$ cat src/rtl/uart_pkg.sv
// Shared UART constants: ASCII control bytes and the default receive-buffer depth.
package uart_pkg;

  localparam logic [7:0] ASCII_LF = 8'h0A;
  localparam logic [7:0] ASCII_CR = 8'h0D;
  localparam int UART_BUF_DEPTH_LOG2_DEFAULT = 4;

endpackage

$ cat src/rtl/uart_byte_fifo.sv
// Show-ahead byte FIFO of 2**DEPTH_LOG2 entries. The caller must only push when
// not full (or when popping in the same cycle) and only pop when not empty.
module uart_byte_fifo #(
  parameter int DEPTH_LOG2 = 4
) (
  input  logic                  clk,
  input  logic                  rst,
  input  logic                  push,
  input  logic                  pop,
  input  logic [7:0]            wr_data,
  output logic [7:0]            rd_data,
  output logic [DEPTH_LOG2:0]   count,
  output logic                  full,
  output logic                  empty
);

  localparam int DEPTH = 1 << DEPTH_LOG2;
  localparam logic [DEPTH_LOG2:0] FULL_COUNT = {1'b1, {DEPTH_LOG2{1'b0}}};

  logic [7:0]            mem [DEPTH];
  logic [DEPTH_LOG2-1:0] wr_ptr;
  logic [DEPTH_LOG2-1:0] rd_ptr;

  // NOTE: the storage array has no reset; valid data is defined solely by
  // the pointers and count, so clearing it would only cost logic.
  always_ff @(posedge clk) begin
    if (push) mem[wr_ptr] <= wr_data;
  end

  // NOTE: sequential state uses non-blocking assignments so every register
  // samples pre-edge values regardless of statement order.
  always_ff @(posedge clk) begin
    if (rst) begin
      wr_ptr <= '0;
      rd_ptr <= '0;
      count  <= '0;
    end else begin
      if (push) wr_ptr <= wr_ptr + 1'b1;
      if (pop)  rd_ptr <= rd_ptr + 1'b1;
      unique case ({push, pop})
        2'b10:   count <= count + 1'b1;
        2'b01:   count <= count - 1'b1;
        default: count <= count;
      endcase
    end
  end

  assign full    = (count == FULL_COUNT);
  assign empty   = (count == '0);
  assign rd_data = empty ? 8'h00 : mem[rd_ptr];

endmodule

$ cat src/rtl/uart_rx_buffer.sv
// UART receive buffer: one push per receiver frame, LF line counting, sticky overflow.
// Build option: define UART_RX_BUF_CR_DROP_EN to discard received CR (8'h0D) bytes.
module uart_rx_buffer
  import uart_pkg::*;
#(
  parameter int DEPTH_LOG2 = UART_BUF_DEPTH_LOG2_DEFAULT
) (
  input  logic                clk,
  input  logic                rst,
  input  logic                rx_ready,
  input  logic [7:0]          rx_data,
  input  logic                rd_en,
  output logic [7:0]          rd_data,
  output logic                rd_valid,
  output logic [DEPTH_LOG2:0] count,
  output logic [DEPTH_LOG2:0] line_cnt,
  output logic                line_avail,
  output logic                overflow,
  input  logic                clr_ovf
);

  logic ready_q;
  logic push_req;
  logic cr_drop;
  logic fifo_full;
  logic fifo_empty;
  logic pop;
  logic push;
  logic drop;
  logic lf_in;
  logic lf_out;

  always_ff @(posedge clk) begin
    if (rst) ready_q <= 1'b0;
    else     ready_q <= rx_ready;
  end

  // rx_ready is a level that stays high until the next start bit; only its rising edge is a frame.
  assign push_req = rx_ready & ~ready_q;

`ifdef UART_RX_BUF_CR_DROP_EN
  assign cr_drop = (rx_data == ASCII_CR);
`else
  assign cr_drop = 1'b0;
`endif

  assign pop  = rd_en & ~fifo_empty;
  assign push = push_req & ~cr_drop & (~fifo_full | pop);
  assign drop = push_req & ~cr_drop & fifo_full & ~pop;

  uart_byte_fifo #(.DEPTH_LOG2(DEPTH_LOG2)) u_fifo (
    .clk     (clk),
    .rst     (rst),
    .push    (push),
    .pop     (pop),
    .wr_data (rx_data),
    .rd_data (rd_data),
    .count   (count),
    .full    (fifo_full),
    .empty   (fifo_empty)
  );

  assign rd_valid = ~fifo_empty;
  assign lf_in    = push & (rx_data == ASCII_LF);
  assign lf_out   = pop & (rd_data == ASCII_LF);

  always_ff @(posedge clk) begin
    if (rst) begin
      line_cnt <= '0;
      overflow <= 1'b0;
    end else begin
      unique case ({lf_in, lf_out})
        2'b10:   line_cnt <= line_cnt + 1'b1;
        2'b01:   line_cnt <= line_cnt - 1'b1;
        default: line_cnt <= line_cnt;
      endcase
      // A drop coinciding with clr_ovf must still leave the flag set.
      if (drop)         overflow <= 1'b1;
      else if (clr_ovf) overflow <= 1'b0;
    end
  end

  assign line_avail = (line_cnt != '0);

endmodule
$ cat config.mk
export PLATFORM = sky130hd
export DESIGN_NAME = uart_rx_buffer
export DESIGN_NICKNAME = d
export VERILOG_FILES = /design/src/rtl/uart_pkg.sv /design/src/rtl/uart_byte_fifo.sv /design/src/rtl/uart_rx_buffer.sv
export SDC_FILE = /design/constraint.sdc
export NUM_CORES = 1
export LEC_CHECK = 0
export CORE_ASPECT_RATIO = 1.1
export CORE_MARGIN = 2
export CORE_UTILIZATION = 54
export DETAILED_ROUTE_END_ITERATION = 10
export GPL_TIMING_DRIVEN = 1
export PLACE_DENSITY = 0.76
export SYNTH_ARGS = -nofsm -noshare
export SYNTH_HDL_FRONTEND = slang
export SYNTH_SLANG_ARGS = --single-unit
$ cat constraint.sdc
create_clock -name clk -period 3.2 [get_ports clk]
set_input_delay 0.64 -clock clk [delete_from_list [all_inputs] [get_ports clk]]
set_output_delay 0.64 -clock clk [all_outputs]
set_load 0.02 [all_outputs]
==> results of run 1 <==
-- layer usage --
metal  vias to the layer above  share of wire, %
met5                         -                 0
met4                         0               2.6
met3                        27               7.4
met2                       161                50
met1                      1819                40
li1                       1628                 -
-- final cells by class --
| type | instances | area share (%) |
|---|---|---|
| timing repair buffer | 107 | 11.83 |
| tap | 150 | 2.340 |
| clock buffer | 18 | 5.352 |
| inverter | 10 | 0.4681 |
| sequential | 152 | 54.02 |
| clock inverter | 14 | 2.247 |
| multi-input combinational | 181 | 23.75 |
-- sequential cells by signal (all words and copies together), names as in the netlist, named ones only --
register,cells
u_fifo.mem,128
line_cnt,5
u_fifo.count,5
u_fifo.rd_ptr,4
u_fifo.wr_ptr,4
overflow,1
ready_q,1
-- metrics by stage --
step	utilization [%]	setup WS (ps)
floorplan	-	11.34
global placement	63.69	-370.7
detailed placement	63.69	-498.2
CTS	69.45	-161.9
global route	70.10	-384.8
finish	70.10	-236.3
-- cell usage after synthesis (all sizes together) (2+ instances only) --
library cell and n:
edfxtp 128, nor2 40, mux4 33, dfxtp 24, a21oi 14, ha 13, inv 10, clkbuf 8
mux2i 8, nand2 8, buf 7, xor2 7, nor3 6, a22o 5, xnor2 5, nand2b 4
o21ai 4, a21o 3, a221oi 3, and2 3, mux2 3, nor2b 3, nor4 3, and2b 2
fa 2, nand3 2, nand4 2
-- critical path, delay by kind of cell, from the launching register on --
| kind | cells | cell delay (ps) |
|---|---|---|
| mux | 1 | 520 |
| flops | 1 | 420 |
| buf+inv | 1 | 120 |
| compound gates | 5 | 880 |
| xor+xnor | 1 | 100 |
| fa+ha+maj | 2 | 430 |
| simple gates | 3 | 860 |
-- cell families after synthesis --
| group | synth area share, % |
|---|---|
| adder cells (fa/ha/maj) | 3.204 |
| XOR/XNOR | 1.661 |
| multiplexers | 14.44 |
| AND/OR/NAND/NOR | 6.270 |
| AO/OA/AOI/OAI | 3.560 |
| flip-flops | 68.35 |
| buffers and inverters | 2.512 |
-- worst paths after layout --
kind	start	end	slack, ps	cells after the start
hold reg to reg	overflow$_SDFFE_PP0P_	overflow$_SDFFE_PP0P_	480	2
setup reg to reg	flip-flop	line_cnt[4]$_SDFFE_PP0P_	-240	13
hold / removal	overflow$_SDFFE_PP0P_	overflow$_SDFFE_PP0P_	480	2
setup / recovery	flip-flop	line_cnt[4]$_SDFFE_PP0P_	-240	13
-- timing repair --
item                       in CTS  in global routing
resized for setup              19                 12
setup buffers                   3                  5
pin swaps                       8                  2
setup endpoints to repair      12                  7
cloned                          0                  0
-- power by group --
| part | leakage (nW) | internal [mW] | switching [mW] | total (mW) |
|---|---|---|---|---|
| combinational | 1.23 | 0.684 | 0.701 | 1.38 |
| clock | 0.285 | 1.29 | 0.766 | 2.06 |
| sequential | 1.35 | 2.21 | 0.0633 | 2.27 |
| total | 2.86 | 4.19 | 1.53 | 5.72 |
==> reports/qor.txt, run 1 <==
======================================================================================================
Drt pass-1 iters                                                                                     4
Number of top-level pins                                                                            34
Placement Cell Area                                                                          7286 um^2
Most common cell after layout, fill and taps aside                                            edfxtp_1
Die height                                                                                    117.5 um
Final wirelength                                                                              14040 um
Met3 layer usage reported by global route                                                       6.312%
Worst-case setup margin in the final layout                                                  -236.3 ps
DP Wirelength                                                                                  9135 um
Share of synthesized flip-flops with an asynchronous set or reset                                   0%
RSZ-0062 raised after global routing                                                               yes
Routed length per instance                                                                    22.22 um
Transition time at the pin with the least slew margin                                         771.9 ps
Post-synth top flop                                                                           edfxtp_1
Maximum vdd drop                                                                             0.5037 mV
Final slew viol count                                                                                0
Starting density of the core                                                                    55.30%
Most area-hungry cell type in the Yosys netlist                                               edfxtp_1
Number of antenna cells inserted                                                                     0
Aggregate global routing overflow                                                                    0
Number of warnings issued by yosys                                                                   0
Via count of the first global-routing pass                                                        3853
Net count of the mapped netlist                                                                    387
Cell mode on critical path                                                                        ha_4
Number of buffers inserted during clock tree synthesis                                              17
Fraction of the yosys area taken by sequential cells                                            68.35%
Footprint of the flip-flops and latches                                                      4332 um^2
Clock insertion delay at the later pin of the skew report                                       420 ps
Starting DRT DRC Count                                                                             388
# Max-Cap Violations                                                                                 0
Total number of placement rows                                                                      41
Ordered cell list for the critical path                                                   buf_6 > mux4_2 > a22o_1 > a221oi_2 > nand3_1 > nor4b_4 > ha_4 > ha_4 > a21o_1 > a21oi_2 > xor2_1 > or3_1 > a21oi_1
Global routing's busiest layer                                                                    met2
Clock H-tree levels                                                                                  4
Violated checks                                                                           setup timing
Fraction of final layout cells sized beyond drive strength 1                                    31.12%
Clock tree from TritonCTS                                                                        built
Type of the tightest min-delay check                                                      flip-flop to flip-flop
Clock transition at the register clock pins on the worst setup and hold paths after CTS          60 ps
F_max                                                                                        291.0 MHz
Maximum number of pins on one net before global-route repair                                        22
Final critical-path required period                                                            3436 ps
Area growth from synthesis to layout                                                            26.76%
Share of the synthesized area in the top cell type                                              60.76%
Category of the worst setup path capture point                                               flip-flop
Final setup violation count                                                                          3
Total leakage power                                                                           2.864 nW
Placer's final routability congestion estimate                                                  0.7976
Number of synthesized flops with an enable pin                                                     128
Worst hold margin                                                                             482.1 ps
Synth Register Bits                                                                                152
Number of clock sinks                                                                              152
Slowest stage delay, CP                                                                         520 ps
Cell count after placement                                                                         592
Setup TNS                                                                                    -280.7 ps
Routed via count divided by cell count                                                           5.752
Antenna-violating nets left                                                                          0
Area of the multi-input gates                                                                1904 um^2
Initial antenna violation count                                                                      0
Non-filler instance count after layout                                                             632
Slowest library cell on the worst path                                                          mux4_2
Met1 track utilization from global routing                                                      31.80%
Final total power                                                                             5.719 mW
Startpoint type of the worst setup path                                                      flip-flop
Overall Global Routing Usage                                                                    23.87%
Fill cell total of the finished layout                                                             723
Run status                                                                                finished, violations left
Commonest non-fill, non-tap cells in the layout                                           edfxtp_1, buf_4, nor2_1
Dominant cells by area after synthesis                                                    edfxtp_1, dfxtp_1, mux4_2, mux4_1, ha_1
Final Hold Vio Count                                                                                 0
Power per unit of standard cell area                                                      713.1 nW/um^2
Count of port buffers added during placement                                                        33
Synthesized instance count                                                                         359
Relative slew slack                                                                             48.38%
Placeable Area                                                                              11440 um^2
Critical setup path kind                                                                  flip-flop to flip-flop
Cell variety after synth                                                                            46
Final net count                                                                                    497
Root cell of the clock tree                                                                  clkbuf_16
Area of the die                                                                             12600 um^2
Post-route clock skew                                                                         6.819 ps
Data required time at the worst endpoint                                                       3540 ps
Die width                                                                                     107.2 um
CP Max Fanout                                                                                        8
Via total after detailed routing                                                                  3635
Synthesized cell area                                                                        6326 um^2
Crit path arrival time                                                                         3780 ps
Wire length of the first global-routing pass                                                  21900 um
Synth Area per Inst                                                                         17.62 um^2
Hold buffer count at cts                                                                             0
Fraction of met2 tracks used by global routing                                                  37.18%
Max clock buf depth                                                                                  2
Final worst path period share                                                                   107.4%
# DRC                                                                                                0
Summed area of non-filler cells in the final layout                                          8019 um^2
======================================================================================================
Power figures use the tool's default switching activity.
==> inputs of run 2 (changes only) <==
- CELL_PAD_IN_SITES_DETAIL_PLACEMENT: default -> 1
- CELL_PAD_IN_SITES_GLOBAL_PLACEMENT: default -> 1
- CORE_UTILIZATION: 54 -> 49
- DONT_BUFFER_PORTS: default -> 1
- PLACE_DENSITY: 0.76 -> default
- PLACE_DENSITY_LB_ADDON: default -> 0.1
==> run 2 against run 1 <==
The flow still finishes with violations (setup timing); maximum frequency down 0.38%; die area rose by 9.8%; setup slack worse by 13 ps; sequential power about the same; first-iteration DRC count shrank 32%; non-clock buffer count shrank 53; via count down 7.0%; sequential cell count unchanged; largest cell class unchanged; largest power group unchanged; highest routed layer unchanged.
==> reports/qor.txt, run 2 (synthesis gave the netlist of run 1 again) <==
======================================================================================================
Via count of the first global-routing pass                                                        3528   was 3853
Endpoint of the worst-slack reg-to-reg timing path                                        line_cnt[4]$_SDFFE_PP0P_   unchanged
CP Max Fanout                                                                                        8   unchanged
RSZ-0062 raised after global routing                                                               yes   unchanged
DP Wirelength                                                                                  8937 um   was 9135 um
Proportion of power drawn by flip-flops and latches                                              41.4%   was 39.8%
Violated checks                                                                           setup timing   unchanged
Most common cell after layout, fill and taps aside                                            edfxtp_1   unchanged
Data required time at the worst endpoint                                                       3550 ps   was 3540 ps
Run status                                                                                finished, violations left   unchanged
Footprint of the flip-flops and latches                                                      4332 um^2   unchanged
Area of the multi-input gates                                                                1917 um^2   was 1904 um^2
Clock transition at the register clock pins on the worst setup and hold paths after CTS          60 ps   about the same
Clock insertion delay at the later pin of the skew report                                       420 ps   about the same
Placer's final routability congestion estimate                                                  0.8320   was 0.7976
Power per unit of standard cell area                                                      723.5 nW/um^2   was 713.1 nW/um^2
Clock share of power                                                                             35.6%   was 36.0%
Final wirelength                                                                              13750 um   was 14040 um
Routed via count divided by cell count                                                           5.778   was 5.752
Clock tree from TritonCTS                                                                        built   unchanged
Worst-case setup slack after placement                                                       -526.3 ps   was -498.2 ps
F_max                                                                                        289.9 MHz   was 291.0 MHz
Clock H-tree levels                                                                                  4   unchanged
Startpoint type of the worst setup path                                                      flip-flop   unchanged
Total number of placement rows                                                                      43   was 41
Final Hold Vio Count                                                                                 0   unchanged
Switching power                                                                               1.450 mW   was 1.530 mW
Starting density of the core                                                                    50.25%   was 55.30%
Root cell of the clock tree                                                                  clkbuf_16   unchanged
Die width                                                                                     112.3 um   was 107.2 um
Wire length of the first global-routing pass                                                  21290 um   was 21900 um
Number of cells traversed by the worst register-to-register path                                    13   unchanged
Final slew viol count                                                                                0   unchanged
Transition time at the pin with the least slew margin                                          1178 ps   was 771.9 ps
Maximum vdd drop                                                                             0.5412 mV   was 0.5037 mV
Endpoint of the worst hold path                                                           line_cnt[4]$_SDFFE_PP0P_   was overflow$_SDFFE_PP0P_
Routed length per instance                                                                    23.50 um   was 22.22 um
Critical setup path kind                                                                  flip-flop to flip-flop   unchanged
Max clock buf depth                                                                                  2   unchanged
Final critical-path required period                                                            3450 ps   was 3436 ps
Starting DRT DRC Count                                                                             265   was 388
Fraction of final layout cells sized beyond drive strength 1                                    29.21%   was 31.12%
Maximum number of pins on one net before global-route repair                                        22   unchanged
Utilization of the core after routing                                                           59.74%   was 70.10%
Post-route clock skew                                                                         7.506 ps   was 6.819 ps
Share of total power in combinational logic                                                      23.0%   was 24.2%
Number of top-level pins                                                                            34   unchanged
Aggregate global routing overflow                                                                    0   unchanged
Total leakage power                                                                           2.610 nW   was 2.864 nW
Number of buffers inserted during clock tree synthesis                                              17   unchanged
Worst-case setup margin in the final layout                                                  -249.5 ps   was -236.3 ps
Number of clock sinks                                                                              152   unchanged
Internal Power                                                                                3.991 mW   was 4.188 mW
# DRC                                                                                                0   unchanged
Hold path startpoint                                                                               rst   was overflow$_SDFFE_PP0P_
Final setup violation count                                                                          3   unchanged
Leading registers by flop count                                                           u_fifo.mem x128, line_cnt x5, u_fifo.count x5   unchanged
Sw Share                                                                                        26.65%   was 26.76%
Antenna-violating nets left                                                                          0   unchanged
Placeable Area                                                                              12590 um^2   was 11440 um^2
Drt pass-1 iters                                                                                     5   was 4
# Max-Cap Violations                                                                                 0   unchanged
Category of the worst setup path capture point                                               flip-flop   unchanged
Overall Global Routing Usage                                                                    21.50%   was 23.87%
Final net count                                                                                    444   was 497
Cell count after placement                                                                         543   was 592
Fill cell total of the finished layout                                                            1141   was 723
Largest reg by FF count                                                                     u_fifo.mem   unchanged
Final worst path period share                                                                   107.8%   was 107.4%
Via total after detailed routing                                                                  3380   was 3635
Die height                                                                                    123.2 um   was 117.5 um
Type of the tightest min-delay check                                                      primary input to flip-flop   was flip-flop to flip-flop
Initial antenna violation count                                                                      0   unchanged
Count of port buffers added during placement                                                         0   was 33
Minimum setup slack among reg-to-reg paths                                                     -250 ps   was -240 ps
Area growth from synthesis to layout                                                            18.89%   was 26.76%
Non-filler instance count after layout                                                             585   was 632
Crit path arrival time                                                                         3800 ps   was 3780 ps
Cell depth of the worst hold path                                                                    1   was 2
Relative slew slack                                                                             21.18%   was 48.38%
Number of antenna cells inserted                                                                     0   unchanged
Area of the die                                                                             13840 um^2   was 12600 um^2
Commonest non-fill, non-tap cells in the layout                                           edfxtp_1, buf_4, nor2_1   unchanged
Number of flip-flops under the largest register name                                               128   unchanged
======================================================================================================
==> run 2: cell types whose count changed in the layout (fill, tap and decap cells not counted), moves of 2 or more <==
cell	previous run	this run
buf_6	7	1
a21oi_2	4	6
clkdlybuf4s50_1	25	0
nor4_2	2	0
a21oi_1	10	8
clkinvlp_4	4	0
clkbuf_2	2	0
mux4_2	20	18
clkinv_2	2	4
buf_4	63	48
mux4_1	13	15
dlygate4sd2_1	5	0
==> run 2: how the worst max path moves through the flow <==
stage          startpoint                        to  slack, ps  depth (start not counted)
2_1_floorplan   flip-flop  line_cnt[4]$_SDFFE_PP0P_         10                         13
3_3_place_gp    flip-flop  line_cnt[4]$_SDFFE_PP0P_       -450                         13
3_5_place_dp    flip-flop  line_cnt[4]$_SDFFE_PP0P_       -530                         13
4_1_cts         flip-flop  line_cnt[4]$_SDFFE_PP0P_       -260                         13
5_1_grt         flip-flop  line_cnt[4]$_SDFFE_PP0P_       -390                         13
6_report        flip-flop  line_cnt[4]$_SDFFE_PP0P_       -250                         13
==> run 2: power groups by stage <==
stage	Combinational (mW)	Sequential (mW)	Clock, mW
2_1_floorplan	0.743	2.32	0
3_3_place_gp	1.17	2.29	0
3_5_place_dp	1.19	2.30	0
4_1_cts	1.25	2.26	1.97
5_1_grt	1.35	2.26	2.05
6_report	1.25	2.26	1.94
==> run 2: timing repair <==
action,4_1_cts,5_1_grt
endpoints found under the setup margin,8,4
pin swaps,12,6
gates cloned,0,0
hold buffers,0,0
buffers inserted,6,5
resized for setup,6,7
==> run 2: routing by layer <==
layer	vias to the layer above	wire [um]	track usage [%]
li1	1523	-	-
met4	0	286	7.393
met1	1748	5884	28.45
met5	-	0	0
met3	22	691	5.490
met2	87	6884	35.17
==> run 2: area by class of cell <==
cell class / instances / share of cell area, %
multi-input combinational: 181 / 25.49
sequential: 152 / 57.59
clock inverter: 12 / 1.780
inverter: 10 / 0.4991
clock buffer: 19 / 5.756
tap: 157 / 2.612
timing repair buffer: 54 / 6.272
==> run 2: critical path: stages (launching register included) <==
cell,delay (ps)
dfxtp_4,420
buf_12,160
buf_4,120
mux4_2,500
a221oi_2,370
nand3_2,160
nor4b_4,400
ha_4,240
ha_4,210
a21o_1,160
a21oi_2,120
xor2_1,80
or3_1,320
a21oi_2,120
==> run 2: per-stage QoR <==
stage	hold WS (ps)	power [mW]	TNS, ps	area (um^2)
finish	280.7	5.442	-500.7	7521
global route	259.9	5.664	-892.3	7521
CTS	261.4	5.479	-381.2	7451
detailed placement	516.1	3.487	-1105	6792
global placement	503.8	3.469	-852.2	6792
floorplan	484.7	3.064	0	6356
==> RTL edit (flow settings as in run 2) <==
The package constant `UART_BUF_DEPTH_LOG2_DEFAULT` goes from 4 to 3.
--- a/src/rtl/uart_pkg.sv
+++ b/src/rtl/uart_pkg.sv
@@ -5,3 +5,3 @@
   localparam logic [7:0] ASCII_CR = 8'h0D;
-  localparam int UART_BUF_DEPTH_LOG2_DEFAULT = 4;
+  localparam int UART_BUF_DEPTH_LOG2_DEFAULT = 3;
 
Ports: changed (resized count and line_cnt); port bits go from 34 to 32. No check against the original RTL was run, so the function may have changed too.
==> RTL edit against run 2 <==
  * The flow still finishes with violations (negative setup slack)
  * Sequential cell count decreased by 69
  * Count of clock-buffer cells in the layout decreased by 7
  * Routed wire length decreased by 40%
  * Cell area decreased by 45%
  * Fmax about the same
  * Setup slack got worse by 0.0033 ns
  * Synthesized area decreased by 44%
  * Final cell count decreased by 39%
  * Core utilization decreased by 0.90 points
  * Sequential share of layout area decreased by 1.7 points
  * Die area decreased by 42%
  * Power decreased by 41%
  * Clock skew increased by 0.0036 ns
==> RTL edit: results <==
group,metric,value,unit
status,status,"complete, but fails checks",
status,violations,"negative setup slack",
synth,synth_common_cells,"edfxtp_1, nor2_1, dfxtp_1",
power,power_frac_seq,40.3,%
routing,drt-total-wl,8316,um
global_route,grt_max_degree,18,
synth,syn_inst,242,
final_layout,fillers,688,
synth,synthesis.nets,265,
critical_path,max_stage_delay,0.55,ns
power,ir_drop,0.5201,mV
clock_network,clk_pin_slew_worst_paths,0.08,ns
global_route,grt_pass1_vias,2387,
final_layout,nNetsFinal,292,
routing,drt_iter0_markers,173,
critical_path,worstPathMaxFanout,5,
routing,wire_per_inst,23.16,um
synth,ys_seq_area_share,64.72,%
sta,finalWorstSetupSlack,-0.2528,ns
final_layout,layout-drive-gt1-share,25.18,%
routing,drt_pass1_iterations,4,
routing,viasPerCell,5.969,
place,post-place-ws,-0.3986,ns
critical_path,critPathArrivalTime,3.74,ns
place,hpwlAfterDp,5764,um
power,power_density,775.6,nW/um2
sta,setup_violations,3,
==> RTL edit: cell types whose count changed in the layout (fill, tap and decap cells not counted), moves of 5 or more <==
cell | before | now
buf_4 | 48 | 23
clkbuf_16 | 17 | 0
mux4_1 | 15 | 1
nor2_1 | 40 | 30
clkbuf_8 | 0 | 10
edfxtp_1 | 128 | 64
nor3b_1 | 0 | 5
==> RTL edit: metal layers <==
layer	vias up	routed length [um]	track usage, %
li1	958	-	-
met1	1106	3317	27.78
met2	62	4393	38.61
met3	17	371	4.148
met4	0	233	10.58
met5	-	0	0
==> RTL edit: path summary, 6_finish.rpt <==
path,start,end,slack (ns)
worst max register to register,flip-flop,line_cnt[3],-0.25
worst min register to register,u_fifo.rd_ptr[1],flip-flop,0.51
worst min-delay path,rst,ready_q,0.34
worst max-delay path,flip-flop,line_cnt[3],-0.25
==> RTL edit: repair_timing <==
item / in CTS / in global routing
pin swaps: 7 / 3
gates cloned: 1 / 0
endpoints found under the setup margin: 3 / 3
resized for setup: 11 / 3
setup buffers: 2 / 0
==> RTL edit: cell type report <==
class / instances / area, um2 / share of cell area [%]
multi-input combinational: 137 / 1214 / 29.44
clock buffer: 12 / 145.1 / 3.520
inverter: 11 / 41.29 / 1.002
clock inverter: 4 / 50.05 / 1.214
tap: 85 / 106.4 / 2.580
sequential: 83 / 2306 / 55.93
timing repair buffer: 27 / 260.3 / 6.313
==> RTL edit: cells by family (layout without fill, tap and decap cells) <==
group | after synthesis | after routing | share of synthesized area [%]
flip-flops | 83 | 83 | 64.72
AND/OR/NAND/NOR | 71 | 71 | 9.919
multiplexers | 24 | 24 | 12.70
AO/OA/AOI/OAI | 22 | 22 | 3.553
buffers and inverters | 22 | 54 | 2.708
adder cells (fa/ha/maj) | 10 | 10 | 3.940
XOR/XNOR | 10 | 10 | 2.462
